`src/rtl/game_pkg.sv`:
```
// game_pkg: shared game state codes, display constants and score-timer FSM states
package game_pkg;
  localparam logic [2:0] STATE_IDLE  = 3'b000;
  localparam logic [2:0] STATE_READY = 3'b001;
  localparam logic [2:0] STATE_PLAY  = 3'b010;
  localparam logic [2:0] STATE_OVER  = 3'b011;
  localparam logic [3:0] BCD_BLANK   = 4'd10;
  typedef enum logic [1:0] {IDLE, RUN, DONE} fsm_t;
endpackage

```
`src/rtl/bcd_add3.sv`:
```
// bcd_add3: 3-digit BCD plus small binary addend, saturating at 999
module bcd_add3 (
  input  logic [3:0] i_d100,
  input  logic [3:0] i_d10,
  input  logic [3:0] i_d1,
  input  logic [3:0] i_add,
  output logic [3:0] o_d100,
  output logic [3:0] o_d10,
  output logic [3:0] o_d1
);
  logic [4:0] w_s1, w_s10, w_s100;
  logic       w_c1, w_c10, w_c100;
  assign w_s1   = {1'b0, i_d1} + {1'b0, i_add};
  assign w_c1   = w_s1 > 5'd9;
  assign w_s10  = {1'b0, i_d10} + {4'd0, w_c1};
  assign w_c10  = w_s10 > 5'd9;
  assign w_s100 = {1'b0, i_d100} + {4'd0, w_c10};
  assign w_c100 = w_s100 > 5'd9;
  // a carry out of the hundreds digit means the true sum passed 999
  assign o_d1   = w_c100 ? 4'd9 : w_c1  ? 4'(w_s1 - 5'd10)  : w_s1[3:0];
  assign o_d10  = w_c100 ? 4'd9 : w_c10 ? 4'(w_s10 - 5'd10) : w_s10[3:0];
  assign o_d100 = w_c100 ? 4'd9 : w_s100[3:0];
endmodule

```
`src/rtl/game_score_timer.sv`:
```
// game_score_timer: BCD score keeper and round countdown with one-cycle time_up pulse
module game_score_timer
  import game_pkg::*;
#(
  parameter int         TICKS_PER_SEC = 1000,
  parameter logic [2:0] COUNT_INIT    = 3'd7,
  parameter logic [3:0] BONUS_PTS     = 4'd5
) (
  input  logic       Game_clk,
  input  logic       reset,
  input  logic [2:0] state,
  input  logic       hit,
  input  logic       bonus,
  output logic [3:0] score100,
  output logic [3:0] score10,
  output logic [3:0] score1,
  output logic [2:0] countDown,
  output logic       time_up
);
  localparam int TW = $clog2(TICKS_PER_SEC);
  localparam logic [TW-1:0] TICK_MAX = TW'(TICKS_PER_SEC - 1);
  fsm_t          r_fsm, w_fsm_n;
  logic [TW-1:0] r_tick, w_tick_n;
  logic [2:0]    r_cd, w_cd_n;
  logic [3:0]    r_s100, r_s10, r_s1, w_s100_n, w_s10_n, w_s1_n;
  logic [3:0]    w_a100, w_a10, w_a1, w_add;
  logic          r_prev_play, r_time_up, w_time_up_n;
  logic          w_play, w_entry, w_wrap;
  assign w_play  = state == STATE_PLAY;
  assign w_entry = w_play & ~r_prev_play;
  assign w_wrap  = r_tick == TICK_MAX;
  assign w_add   = (hit ? 4'd1 : 4'd0) + (bonus ? BONUS_PTS : 4'd0);
  bcd_add3 u_add (
    .i_d100(r_s100),
    .i_d10 (r_s10),
    .i_d1  (r_s1),
    .i_add (w_add),
    .o_d100(w_a100),
    .o_d10 (w_a10),
    .o_d1  (w_a1)
  );
  always_comb begin
    w_fsm_n     = r_fsm;
    w_tick_n    = r_tick;
    w_cd_n      = r_cd;
    w_s100_n    = r_s100;
    w_s10_n     = r_s10;
    w_s1_n      = r_s1;
    w_time_up_n = 1'b0;
    case (r_fsm)
      IDLE: if (w_entry) begin
        w_fsm_n  = RUN;
        w_tick_n = '0;
        w_cd_n   = COUNT_INIT;
        w_s100_n = 4'd0;
        w_s10_n  = 4'd0;
        w_s1_n   = 4'd0;
      end
      RUN: if (!w_play) begin
        w_fsm_n  = IDLE;
        w_tick_n = '0;
      end else begin
        w_s100_n = w_a100;
        w_s10_n  = w_a10;
        w_s1_n   = w_a1;
        w_tick_n = w_wrap ? '0 : r_tick + TW'(1);
        w_cd_n   = w_wrap ? r_cd - 3'd1 : r_cd;
        w_time_up_n = w_wrap && r_cd == 3'd1;
        w_fsm_n  = w_time_up_n ? DONE : RUN;
      end
      default: w_fsm_n = w_play ? DONE : IDLE;
    endcase
  end
  always_ff @(posedge Game_clk or negedge reset) begin
    if (!reset) begin
      r_fsm       <= IDLE;
      r_tick      <= '0;
      r_cd        <= 3'd0;
      r_s100      <= 4'd0;
      r_s10       <= 4'd0;
      r_s1        <= 4'd0;
      r_prev_play <= 1'b0;
      r_time_up   <= 1'b0;
    end else begin
      r_fsm       <= w_fsm_n;
      r_tick      <= w_tick_n;
      r_cd        <= w_cd_n;
      r_s100      <= w_s100_n;
      r_s10       <= w_s10_n;
      r_s1        <= w_s1_n;
      r_prev_play <= w_play;
      r_time_up   <= w_time_up_n;
    end
  end
  assign score100  = r_s100;
  assign score10   = r_s10;
  assign score1    = r_s1;
  assign countDown = r_cd;
  assign time_up   = r_time_up;
endmodule

```
`config.mk`:
```
export PLATFORM = sky130hd
export DESIGN_NAME = game_score_timer
export DESIGN_NICKNAME = d
export VERILOG_FILES = /design/src/rtl/game_pkg.sv /design/src/rtl/bcd_add3.sv /design/src/rtl/game_score_timer.sv
export SDC_FILE = /design/constraint.sdc
export NUM_CORES = 1
export LEC_CHECK = 0
export CAP_MARGIN = 20
export CORE_ASPECT_RATIO = 0.7
export CORE_MARGIN = 2
export CORE_UTILIZATION = 53
export CTS_BUF_LIST = sky130_fd_sc_hd__clkbuf_16
export DETAILED_ROUTE_END_ITERATION = 10
export DONT_BUFFER_PORTS = 1
export GPL_ROUTABILITY_DRIVEN = 0
export PLACE_DENSITY = 0.72
export SETUP_SLACK_MARGIN = 0.3
export SYNTH_ARGS = -nofsm -noshare
export SYNTH_HDL_FRONTEND = slang
export SYNTH_SLANG_ARGS = --single-unit
export TNS_END_PERCENT = 20
```
`constraint.sdc`:
```
create_clock -name Game_clk -period 7.4 [get_ports Game_clk]
set_input_delay 1.48 -clock Game_clk [delete_from_list [all_inputs] [get_ports Game_clk]]
set_output_delay 1.48 -clock Game_clk [all_outputs]
set_load 0.02 [all_outputs]
```
==> impl_metrics.prom, run 1 <==
# TYPE chip_impl_metric gauge
chip_impl_info{name="status",value="finished clean"} 1
chip_impl_metric{name="synthesized_nets",unit=""} 201
chip_impl_info{name="worst_flop_to_flop_path_startpoint",value="score1[0]$_DFFE_PN0P_"} 1
chip_impl_metric{name="syn-mean-instance-area",unit="sq um"} 9.60
chip_impl_metric{name="core.rowCount",unit=""} 17
chip_impl_metric{name="finalHoldViolCount",unit=""} 0
chip_impl_metric{name="report.final.slew_viol_count",unit=""} 0
chip_impl_info{name="critPathLaunchType",value="input pin"} 1
chip_impl_metric{name="arrival",unit="ns"} 5.46
chip_impl_metric{name="dpl.hpwl",unit="mm"} 2.55
chip_impl_info{name="r2r-end",value="score1[1]$_DFFE_PN0P_"} 1
chip_impl_metric{name="ctsResizeCount",unit=""} 0
chip_impl_metric{name="grt_pass1_wl",unit="mm"} 6.20
chip_impl_metric{name="die-area",unit="sq um"} 3780
chip_impl_metric{name="timing.reg2reg.setup_slack",unit="ns"} 2.84
chip_impl_metric{name="worst_skew_pair.late_latency",unit="ns"} 0.27
chip_impl_metric{name="critical_path_maximum_fanout",unit=""} 6
chip_impl_metric{name="n_antenna_cell",unit=""} 0
chip_impl_metric{name="number_of_flip_flops_and_latches_in_the_synthesized_netlist",unit=""} 29
chip_impl_metric{name="tritoncts.num_buffers",unit=""} 5
chip_impl_metric{name="final_routed_drc_violation_total",unit=""} 0
chip_impl_metric{name="place_worst_setup_slack",unit="ns"} 1.88
chip_impl_metric{name="async_flop_share",unit="%"} 100
chip_impl_metric{name="worst_clock_skew",unit="ns"} 0.00385
chip_impl_metric{name="syn-instance-count",unit=""} 182
chip_impl_info{name="clock_tree_from_tritoncts",value="done"} 1
chip_impl_info{name="clock_tree.root_cell",value="sky130_fd_sc_hd__clkbuf_16"} 1
chip_impl_metric{name="wirelength",unit="mm"} 3.65
chip_impl_metric{name="first_global_vias",unit=""} 1367
chip_impl_metric{name="final.period_utilization",unit="%"} 71.7
chip_impl_metric{name="post-cts-setup-buffers",unit=""} 0
chip_impl_metric{name="die_y",unit="um"} 52.0
chip_impl_metric{name="power_density",unit="nW/um^2"} 280
chip_impl_info{name="setup.worst_path.class",value="in2reg"} 1
chip_impl_metric{name="finish.instance_area",unit="sq um"} 1920
chip_impl_metric{name="global_route.usage.total",unit="%"} 22.1
chip_impl_metric{name="slew_headroom",unit="%"} 41.3
chip_impl_metric{name="final-instance-count-excl-fill",unit=""} 225
chip_impl_info{name="hp-start",value="r_fsm[1]$_DFFE_PN0P_"} 1
chip_impl_info{name="layout_commonest_cell",value="sky130_fd_sc_hd__dfrtp_1"} 1
chip_impl_metric{name="vias_per_cell",unit=""} 6.17
chip_impl_metric{name="coreArea",unit="sq um"} 3150
chip_impl_metric{name="buffer_ports.inserted",unit=""} 0
chip_impl_info{name="timing.hold.worst_endpoint",value="r_fsm[1]$_DFFE_PN0P_"} 1
chip_impl_metric{name="post-place-cells",unit=""} 217
chip_impl_metric{name="die-width",unit="um"} 72.6
chip_impl_metric{name="seq_area_frac_synth",unit="%"} 41.5
chip_impl_metric{name="route.antenna.remaining_nets",unit=""} 0
chip_impl_metric{name="placedInstanceArea",unit="sq um"} 1780
chip_impl_metric{name="worst_r2r_path_depth",unit=""} 18
chip_impl_metric{name="hold_depth",unit=""} 1
chip_impl_info{name="critical_path.endpoint_type",value="flip-flop"} 1
chip_impl_metric{name="critPathRequiredTime",unit="ns"} 7.55
chip_impl_metric{name="boundaryPins",unit=""} 23
chip_impl_metric{name="timing_worst_slew_pin_value",unit="ns"} 0.875
chip_impl_metric{name="antenna_found_initial",unit=""} 0
chip_impl_metric{name="holdBufCountCts",unit=""} 0
chip_impl_metric{name="final.hold.worst_slack",unit="ns"} 0.527
chip_impl_metric{name="routedWlPerCell",unit="um"} 16.2
chip_impl_metric{name="clock_sinks",unit=""} 29
chip_impl_metric{name="ys_warn_count",unit=""} 0
chip_impl_metric{name="share_of_layout_cells_above_drive_strength_1",unit="%"} 9.09
chip_impl_metric{name="util_after_layout",unit="%"} 60.9
chip_impl_metric{name="total_power",unit="uW"} 537
chip_impl_metric{name="fmax",unit="MHz"} 188
chip_impl_info{name="rsz_0062_raised_after_global_routing",value="false"} 1
chip_impl_metric{name="vias",unit=""} 1388
chip_impl_metric{name="globalRouteOverflowTotal",unit=""} 0
chip_impl_metric{name="finalNetCount",unit=""} 205
chip_impl_metric{name="maxCapViolCount",unit=""} 0
chip_impl_metric{name="path_clk_slew",unit="ns"} 0.05
chip_impl_metric{name="mappedNetlistArea",unit="sq um"} 1750
chip_impl_metric{name="power.static_leakage",unit="nW"} 0.869
chip_impl_metric{name="ir_worst_vdd",unit="mV"} 0.120
chip_impl_metric{name="grt_start_max_net_pins",unit=""} 30
chip_impl_metric{name="initial_drt_markers",unit=""} 54
chip_impl_metric{name="ctsLongestPathBuffers",unit=""} 2
chip_impl_metric{name="finalSetupViolCount",unit=""} 0
chip_impl_metric{name="floorplan.initialDensity",unit="%"} 55.5
chip_impl_metric{name="post_synth_num_cell_types",unit=""} 46
chip_impl_info{name="final_cell_mix",value="sky130_fd_sc_hd__dfrtp_1, sky130_fd_sc_hd__nand2_1, sky130_fd_sc_hd__nor2_1, sky130_fd_sc_hd__o21ai_0"} 1
chip_impl_info{name="synth_flop_cell",value="sky130_fd_sc_hd__dfrtp_1"} 1
chip_impl_metric{name="post-route-min-period",unit="ns"} 5.31
chip_impl_metric{name="synth_edf_count",unit=""} 0
chip_impl_metric{name="htree_num_levels",unit=""} 2
chip_impl_info{name="worstHoldPathType",value="reg2reg"} 1
chip_impl_metric{name="relative_area_change_from_synthesis_to_final_layout",unit="%"} 9.59
chip_impl_metric{name="final_critical_path_setup_slack",unit="ns"} 2.09
chip_impl_metric{name="detailedRoute.firstPassIterationCount",unit=""} 4
chip_impl_metric{name="tns_setup",unit="ns"} 0
final cells by class:
cell class	count	area (sq um)
well taps	38	47.5
inverters	12	46.3
multi-input cells	138	958
fillers	263	1230
flip-flops and latches	29	726
clock inverters	3	12.5
clock buffers	5	125
flip-flops by register name, indices dropped and copies added, names as in the netlist:
signal,count
time_up,1
score10,4
r_fsm,2
score1,4
r_prev_play,1
r_tick,10
score100,4
countDown,3
routing by layer:
layer | track usage [%] | vias to the layer above | routed length [um]
li1 | - | 664 | -
met1 | 27.5 | 678 | 1700
met2 | 36.1 | 37 | 1700
met3 | 6.20 | 9 | 170
met4 | 9.88 | 0 | 75
met5 | 0 | - | 0
critical path, cell delays in order:
cell	delay (ns)
sky130_fd_sc_hd__fa_1	0.45
sky130_fd_sc_hd__ha_1	0.27
sky130_fd_sc_hd__xor2_1	0.22
sky130_fd_sc_hd__or3_1	0.37
sky130_fd_sc_hd__o21ai_2	0.11
sky130_fd_sc_hd__inv_1	0.07
sky130_fd_sc_hd__ha_1	0.20
sky130_fd_sc_hd__ha_1	0.24
sky130_fd_sc_hd__nand2b_1	0.19
sky130_fd_sc_hd__o21ai_0	0.24
sky130_fd_sc_hd__a2bb2oi_2	0.12
sky130_fd_sc_hd__ha_1	0.22
sky130_fd_sc_hd__ha_1	0.31
sky130_fd_sc_hd__nand2b_1	0.11
sky130_fd_sc_hd__a21oi_1	0.06
sky130_fd_sc_hd__a21oi_1	0.43
sky130_fd_sc_hd__nor2_2	0.16
sky130_fd_sc_hd__a22o_1	0.22
worst max path at each step:
stage	slack, ns	to	startpoint
after CTS	2.10	score1[1]$_DFFE_PN0P_	hit
after global placement	2.06	score100[1]$_DFFE_PN0P_	hit
after global routing	1.74	score100[1]$_DFFE_PN0P_	hit
after detailed placement	1.88	score1[1]$_DFFE_PN0P_	hit
after floorplan	2.35	score100[1]$_DFFE_PN0P_	hit
final	2.09	score1[1]$_DFFE_PN0P_	hit
synth_stat cells, drive strengths merged, types with 2 or more instances:
| library cell | instances | area share [%] |
|---|---|---|
| ha | 11 | 7.9 |
| mux2i | 2 | 1.1 |
| nor3 | 6 | 2.0 |
| o2bb2ai | 2 | 1.0 |
| o21ai | 15 | 4.5 |
| nor2 | 19 | 4.4 |
| o211ai | 2 | 0.86 |
| mux2 | 2 | 1.3 |
| and3 | 3 | 1.1 |
| buf | 3 | 1.0 |
| a21oi | 8 | 2.3 |
| inv | 11 | 2.4 |
| dfrtp | 29 | 42 |
| or3 | 2 | 0.72 |
| xnor2 | 10 | 5.0 |
| a22o | 6 | 3.0 |
| xor2 | 3 | 1.5 |
| nand2b | 3 | 1.1 |
| nand2 | 17 | 3.7 |
| nand3 | 6 | 2.4 |
| nor4 | 4 | 2.3 |
where the power goes:
part	leakage, nW	internal [mW]	switching (mW)
Sequential	0.391	0.178	0.0424
Combinational	0.409	0.0516	0.0776
Clock	0.0687	0.121	0.0662
cells by family (layout without fill, tap and decap cells):
family,after synthesis,after routing,synth area share (%)
compound gates,42,42,16.2
xor+xnor,13,13,6.51
mux,4,4,2.43
simple gates,67,67,20.7
buf+inv,15,20,3.65
flops,29,29,41.5
fa+ha+maj,12,12,9.02
No activity file was read; power rests on OpenSTA's default activity.
==> run 2, diff against run 1 <==
==> constraint.sdc (replaced) <==
create_clock -name Game_clk -period 5.4 [get_ports Game_clk]
set_input_delay 1.08 -clock Game_clk [delete_from_list [all_inputs] [get_ports Game_clk]]
set_output_delay 1.08 -clock Game_clk [all_outputs]
set_load 0.02 [all_outputs]
==> run 2 against run 1 <==
Effect of this change: power increased by 37%; setup slack worse by 1.4 ns; final cell count unchanged; clock skew barely moved; hold slack got worse by 0.030 ns; register-to-register slack got worse by 1.8 ns; wire length fell by 0.55%; global-route usage up 0.24 points; count of clock-buffer cells in the layout is the same; final area up 0.20%; non-clock buffer count is the same.
==> impl_metrics.prom, run 2 (synthesized netlist as in run 1, its figures left out) <==
# TYPE chip_impl_metric gauge
chip_impl_metric{name="power_switching_share",unit="%"} 34.5
chip_impl_metric{name="seq_power_share",unit="%"} 41.1
chip_impl_metric{name="critical_path_maximum_fanout",unit=""} 6
chip_impl_metric{name="share_of_layout_cells_above_drive_strength_1",unit="%"} 9.63
chip_impl_metric{name="largest_register_ff_count",unit=""} 10
chip_impl_metric{name="timing.reg2reg.setup_slack",unit="ns"} 1.01
chip_impl_metric{name="die-width",unit="um"} 72.6
chip_impl_metric{name="wirelength",unit="mm"} 3.63
chip_impl_info{name="clock_tree_from_tritoncts",value="done"} 1
chip_impl_metric{name="worst_r2r_path_depth",unit=""} 18
chip_impl_info{name="layout_commonest_cell",value="sky130_fd_sc_hd__dfrtp_1"} 1
chip_impl_info{name="largest_register",value="r_tick"} 1
chip_impl_metric{name="final.hold.worst_slack",unit="ns"} 0.497
chip_impl_metric{name="first_global_vias",unit=""} 1377
chip_impl_metric{name="route.antenna.remaining_nets",unit=""} 0
chip_impl_metric{name="die-area",unit="sq um"} 3780
chip_impl_metric{name="ctsLongestPathBuffers",unit=""} 2
chip_impl_metric{name="finalNetCount",unit=""} 205
chip_impl_metric{name="htree_num_levels",unit=""} 2
chip_impl_info{name="rsz_0062_raised_after_global_routing",value="false"} 1
chip_impl_metric{name="vias_per_cell",unit=""} 5.99
chip_impl_metric{name="floorplan.initialDensity",unit="%"} 55.5
chip_impl_metric{name="antenna_found_initial",unit=""} 0
chip_impl_metric{name="global_route.usage.total",unit="%"} 22.4
chip_impl_info{name="setup.worst_path.class",value="in2reg"} 1
chip_impl_info{name="critical_path.endpoint_type",value="flip-flop"} 1
chip_impl_metric{name="ctsResizeCount",unit=""} 0
chip_impl_metric{name="fmax",unit="MHz"} 211
chip_impl_metric{name="boundaryPins",unit=""} 23
chip_impl_metric{name="timing_worst_slew_pin_value",unit="ns"} 0.873
chip_impl_metric{name="relative_area_change_from_synthesis_to_final_layout",unit="%"} 9.81
chip_impl_info{name="final_cell_mix",value="sky130_fd_sc_hd__dfrtp_1, sky130_fd_sc_hd__nand2_1, sky130_fd_sc_hd__nor2_1, sky130_fd_sc_hd__o21ai_0"} 1
chip_impl_metric{name="power.switching",unit="uW"} 253
chip_impl_metric{name="clock_sinks",unit=""} 29
chip_impl_metric{name="vias",unit=""} 1347
chip_impl_metric{name="finalHoldViolCount",unit=""} 0
chip_impl_metric{name="initial_drt_markers",unit=""} 55
chip_impl_metric{name="globalRouteOverflowTotal",unit=""} 0
chip_impl_metric{name="tns_setup",unit="ns"} 0
chip_impl_metric{name="maxCapViolCount",unit=""} 0
chip_impl_metric{name="n_antenna_cell",unit=""} 0
chip_impl_metric{name="clkPwrFrac",unit="%"} 35.3
chip_impl_metric{name="post-cts-setup-buffers",unit=""} 0
chip_impl_info{name="clock_tree.root_cell",value="sky130_fd_sc_hd__clkbuf_16"} 1
chip_impl_metric{name="dpl.hpwl",unit="mm"} 2.58
chip_impl_metric{name="path_clk_slew",unit="ns"} 0.05
chip_impl_metric{name="power_density",unit="nW/um^2"} 382
chip_impl_metric{name="final.period_utilization",unit="%"} 87.7
chip_impl_info{name="critPathLaunchType",value="input pin"} 1
chip_impl_metric{name="worst_clock_skew",unit="ns"} 0.00397
chip_impl_metric{name="grt_start_max_net_pins",unit=""} 30
chip_impl_metric{name="critPathRequiredTime",unit="ns"} 5.61
chip_impl_info{name="worst_flop_to_flop_path_startpoint",value="score1[0]$_DFFE_PN0P_"} 1
chip_impl_info{name="status",value="finished clean"} 1
chip_impl_metric{name="die_y",unit="um"} 52.0
chip_impl_metric{name="final_routed_drc_violation_total",unit=""} 0
chip_impl_metric{name="report.final.slew_viol_count",unit=""} 0
chip_impl_metric{name="ir_worst_vdd",unit="mV"} 0.151
chip_impl_metric{name="holdBufCountCts",unit=""} 0
chip_impl_metric{name="detailedRoute.firstPassIterationCount",unit=""} 4
chip_impl_metric{name="finalSetupViolCount",unit=""} 0
chip_impl_metric{name="worst_skew_pair.late_latency",unit="ns"} 0.28
chip_impl_metric{name="slew_headroom",unit="%"} 41.4
chip_impl_metric{name="grt_pass1_wl",unit="mm"} 6.26
chip_impl_metric{name="buffer_ports.inserted",unit=""} 0
chip_impl_metric{name="coreArea",unit="sq um"} 3150
chip_impl_metric{name="tritoncts.num_buffers",unit=""} 5
chip_impl_metric{name="routedWlPerCell",unit="um"} 16.1
chip_impl_info{name="r2r-end",value="score1[2]$_DFFE_PN0P_"} 1
chip_impl_metric{name="comb_power_share",unit="%"} 23.5
chip_impl_metric{name="internal_power",unit="uW"} 481
chip_impl_info{name="worstHoldPathType",value="in2async"} 1
chip_impl_metric{name="arrival",unit="ns"} 4.95
chip_impl_metric{name="post-route-min-period",unit="ns"} 4.73
chip_impl_metric{name="core.rowCount",unit=""} 17
chip_impl_metric{name="power.static_leakage",unit="nW"} 0.869
run 2: cell count changes in the layout (fill, tap and decap cells not counted):
cell,delta
sky130_fd_sc_hd__a21oi_1,-1
sky130_fd_sc_hd__a21oi_2,+1
run 2: power by group through the flow:
stage	sequential [mW]	clock [mW]	combinational (mW)
4_1_cts	0.303	0.266	0.172
5_1_grt	0.306	0.275	0.198
2_1_floorplan	0.297	0	0.142
6_report	0.302	0.259	0.173
3_3_place_gp	0.305	0	0.160
3_5_place_dp	0.306	0	0.169
run 2: how the worst max path moves through the flow:
stage                                   end  from  cells after the start  slack [ns]
finish                score1[2]$_DFFE_PN0P_   hit                     18        0.67
global route          score1[2]$_DFFE_PN0P_   hit                     18        0.38
CTS                   score1[2]$_DFFE_PN0P_   hit                     18        0.53
detailed placement    score1[2]$_DFFE_PN0P_   hit                     18        0.27
global placement    score100[1]$_DFFE_PN0P_   hit                     17        0.46
floorplan           score100[1]$_DFFE_PN0P_   hit                     18        0.75
run 2: metrics by stage:
step	cells	power [mW]	area, sq um	setup WS [ns]	utilization (%)
global placement	217	0.465	1780	0.463	56.5
floorplan	182	0.440	1750	0.745	-
global route	225	0.780	1920	0.385	61.0
detailed placement	217	0.474	1780	0.269	56.5
finish	225	0.734	1920	0.666	61.0
CTS	225	0.740	1920	0.533	60.9
run 2: area by class of cell:
cell class | count | area, sq um
Fill cell | 262 | 1230
Multi-Input combinational cell | 138 | 962
Sequential cell | 29 | 726
Clock buffer | 5 | 125
Clock inverter | 3 | 12.5
Inverter | 12 | 46.3
Tap cell | 38 | 47.5
run 2: layer usage:
| metal | track usage, % | share of wire, % | vias to the layer above |
|---|---|---|---|
| li1 | - | - | 655 |
| met4 | 11.1 | 0.50 | 0 |
| met2 | 35.9 | 48 | 40 |
| met3 | 6.40 | 6.5 | 4 |
| met1 | 27.7 | 44 | 648 |
| met5 | 0 | 0 | - |
run 2: worst max-delay path: stages:
cell and delay, ns:
sky130_fd_sc_hd__fa_1 0.45, sky130_fd_sc_hd__ha_1 0.25, sky130_fd_sc_hd__xor2_1 0.21, sky130_fd_sc_hd__or3_1 0.37, sky130_fd_sc_hd__o21ai_2 0.13, sky130_fd_sc_hd__inv_1 0.07
sky130_fd_sc_hd__ha_1 0.20, sky130_fd_sc_hd__ha_1 0.33, sky130_fd_sc_hd__o21ai_0 0.09, sky130_fd_sc_hd__or2_0 0.24, sky130_fd_sc_hd__a2bb2oi_2 0.23, sky130_fd_sc_hd__ha_1 0.21
sky130_fd_sc_hd__ha_1 0.25, sky130_fd_sc_hd__nand2b_1 0.15, sky130_fd_sc_hd__a21oi_1 0.17, sky130_fd_sc_hd__a21oi_2 0.10, sky130_fd_sc_hd__nor2_2 0.23, sky130_fd_sc_hd__a22o_1 0.18
==> edit, RTL diff (settings of run 2) <==
The 3 states of `fsm_t` get a one-hot encoding in 3 bits.
--- a/src/rtl/game_pkg.sv
+++ b/src/rtl/game_pkg.sv
@@ -7,3 +7,3 @@
   localparam logic [3:0] BCD_BLANK   = 4'd10;
-  typedef enum logic [1:0] {IDLE, RUN, DONE} fsm_t;
+  typedef enum logic [2:0] {IDLE = 3'b001, RUN = 3'b010, DONE = 3'b100} fsm_t;
 endpackage
Check against the original RTL: no difference found for any inputs over 10 cycles, from zero or initial values and one cycle with reset low; not proved beyond that.
==> edit against run 2 <==
Synthesized cell count up 25%; first-iteration DRC count rose by 120%; sequential share of layout area fell by 4.7 points; wire length up 17%; area after synthesis grew 19%; non-clock buffer count increased by 1; maximum frequency is 0.80% lower; setup slack got worse by 38 ps; final area is 18% higher; sequential cell count grew 1; highest routed layer unchanged.
Power is not compared: it rests on default switching activity, and its combinational part moved more than twofold at a synthesized area within 25%.
==> edit: results (changes against run 2) <==
* PortBufs at 0 (unchanged)
* Dpl ws at 102 ps (was 269 ps)
* Met2 Use GR at 0.283 (was 0.359)
* Worst-skew pair later-pin latency at 280 ps (about the same)
* Postcts setup bufs at 0 (unchanged)
* CTS max path bufs at 2 (unchanged)
* Met3 WL at 194 µm (was 237 µm)
* Vias in the first global route at 1531 (was 1377)
* Vias at 1702 (was 1347)
* First-pass GRT wire length at 7240 µm (was 6260 µm)
* Initial DRC count at 121 (was 55)
* DP Area at 2100 µm² (was 1780 µm²)
* Met1 Resource Use GR at 0.304 (was 0.277)
* Layout cells sized above 1 at 0.136 (was 0.0963)
* Mean Syn Cell Area at 9.13 µm² (was 9.60 µm²)
* Post-Route Skew at 6.60 ps (was 3.97 ps)
* Num CTS Buffers at 5 (unchanged)
* Run status: finished, final reports clean (unchanged)
* Total routed wirelength at 4240 µm (was 3630 µm)
* Layout fillers at 333 (was 262)
* VDD IR max at 0.000146 V
* CTS resizes at 0 (unchanged)
* Seq/Total Area, Yosys at 0.361 (was 0.415)
* Most area-consuming cells after synthesis: dfrtp_1 35%, ha_1 6.6%, o21ai_0 6.0%, a21oi_1 3.6%, nand2_1 3.6% (was dfrtp_1 42%, ha_1 7.9%, xnor2_1 5.0%, nand2_1 3.7%, nor2_1 3.7%)
* Synth top cells by count: 29 x dfrtp_1, 25 x o21ai_0, 20 x nand2_1 (was 29 x dfrtp_1, 17 x nand2_1, 17 x nor2_1)
* Yosys cell types at 62 (was 46)
* Slew headroom at 0.334 (was 0.414)
* Largest net degree at the start of global routing at 31 (was 30)
* Final HPWL DP at 3000 µm (was 2580 µm)
* Max FO, Critical Path at 8 (was 6)
* WL met2 at 1790 µm (was 1760 µm)
* Placed Instances at 272 (was 217)
* Metal-1 WL at 2210 µm (was 1610 µm)
* Final net count at 246 (was 205)
* ANT nets after route at 0 (unchanged)
* Routed len/inst at 15.1 µm (was 16.1 µm)
* WP data arrival at 4930 ps (was 4950 ps)
* Synth warn at 0 (unchanged)
* Type of the most critical hold path: reg2reg (was in2async)
* GR Util met3 at 0.0772 (was 0.0640)
* Clock slew at reported path FFs at 60 ps
* Total track usage at 0.210 (was 0.224)
edit: cell count changes in the layout (fill, tap and decap cells not counted), moves of 3 or more:
cell            run 2  this run
o21ai_0            12        25
a21oi_1             7        13
xnor2_1            10         5
inv_1              11         8
nor4_1              3         0
nand3_1             5        10
nor2b_1             0         5
and3_1              3         6
nand2_1            17        20
nor2_1             17        11
edit: cells by family after synthesis:
logic type                 share of synthesized area
AOI/OAI and AO/OA                              0.231
xor gates and xnor gates                      0.0253
adders and majority gates                     0.0758
buffers and inverters                         0.0421
DFF                                            0.361
muxes                                         0.0156
and+or+nand+nor                                0.249
edit: worst paths after layout:
path / from / endpoint / slack, ps / cells after the start
hold reg to reg: r_tick[9] / r_tick[9] / 480 / 1
min in group asynchronous: reset / score10[1] / 490 / 0
setup reg to reg: score1[0] / score10[3] / 960 / 18
max in group asynchronous: reset / r_fsm[0] / 4730 / 0
hold / removal: r_tick[9] / r_tick[9] / 480 / 1
setup / recovery: hit / score10[3] / 630 / 18
edit: area by class of cell:
cell class	instances	area [µm²]	area share
inverter	9	38.8	0.0171
clock buffer	5	125	0.0552
multi-input combinational	180	1260	0.557
tap	52	65.1	0.0287
sequential	30	752	0.331
clock inverter	3	16.3	0.00717
timing repair buffer	1	7.51	0.00331
edit: power by group:
group	internal, mW	total [mW]	switching [mW]
Sequential	0.227	0.231	0.00357
Combinational	0.0105	0.0247	0.0142
Clock	0.168	0.266	0.0985
Total	0.406	0.522	0.116
edit: worst max-delay path: stages:
cell,delay (ps)
fa_1,500
ha_4,350
inv_1,90
a22oi_1,190
o32ai_1,110
a21oi_1,150
ha_1,230
ha_2,320
nand2b_1,170
a31oi_1,230
a21oi_2,90
ha_1,220
ha_1,310
or2_2,290
a21oi_2,170
nor2_1,110
a311oi_1,200
o21ai_0,100
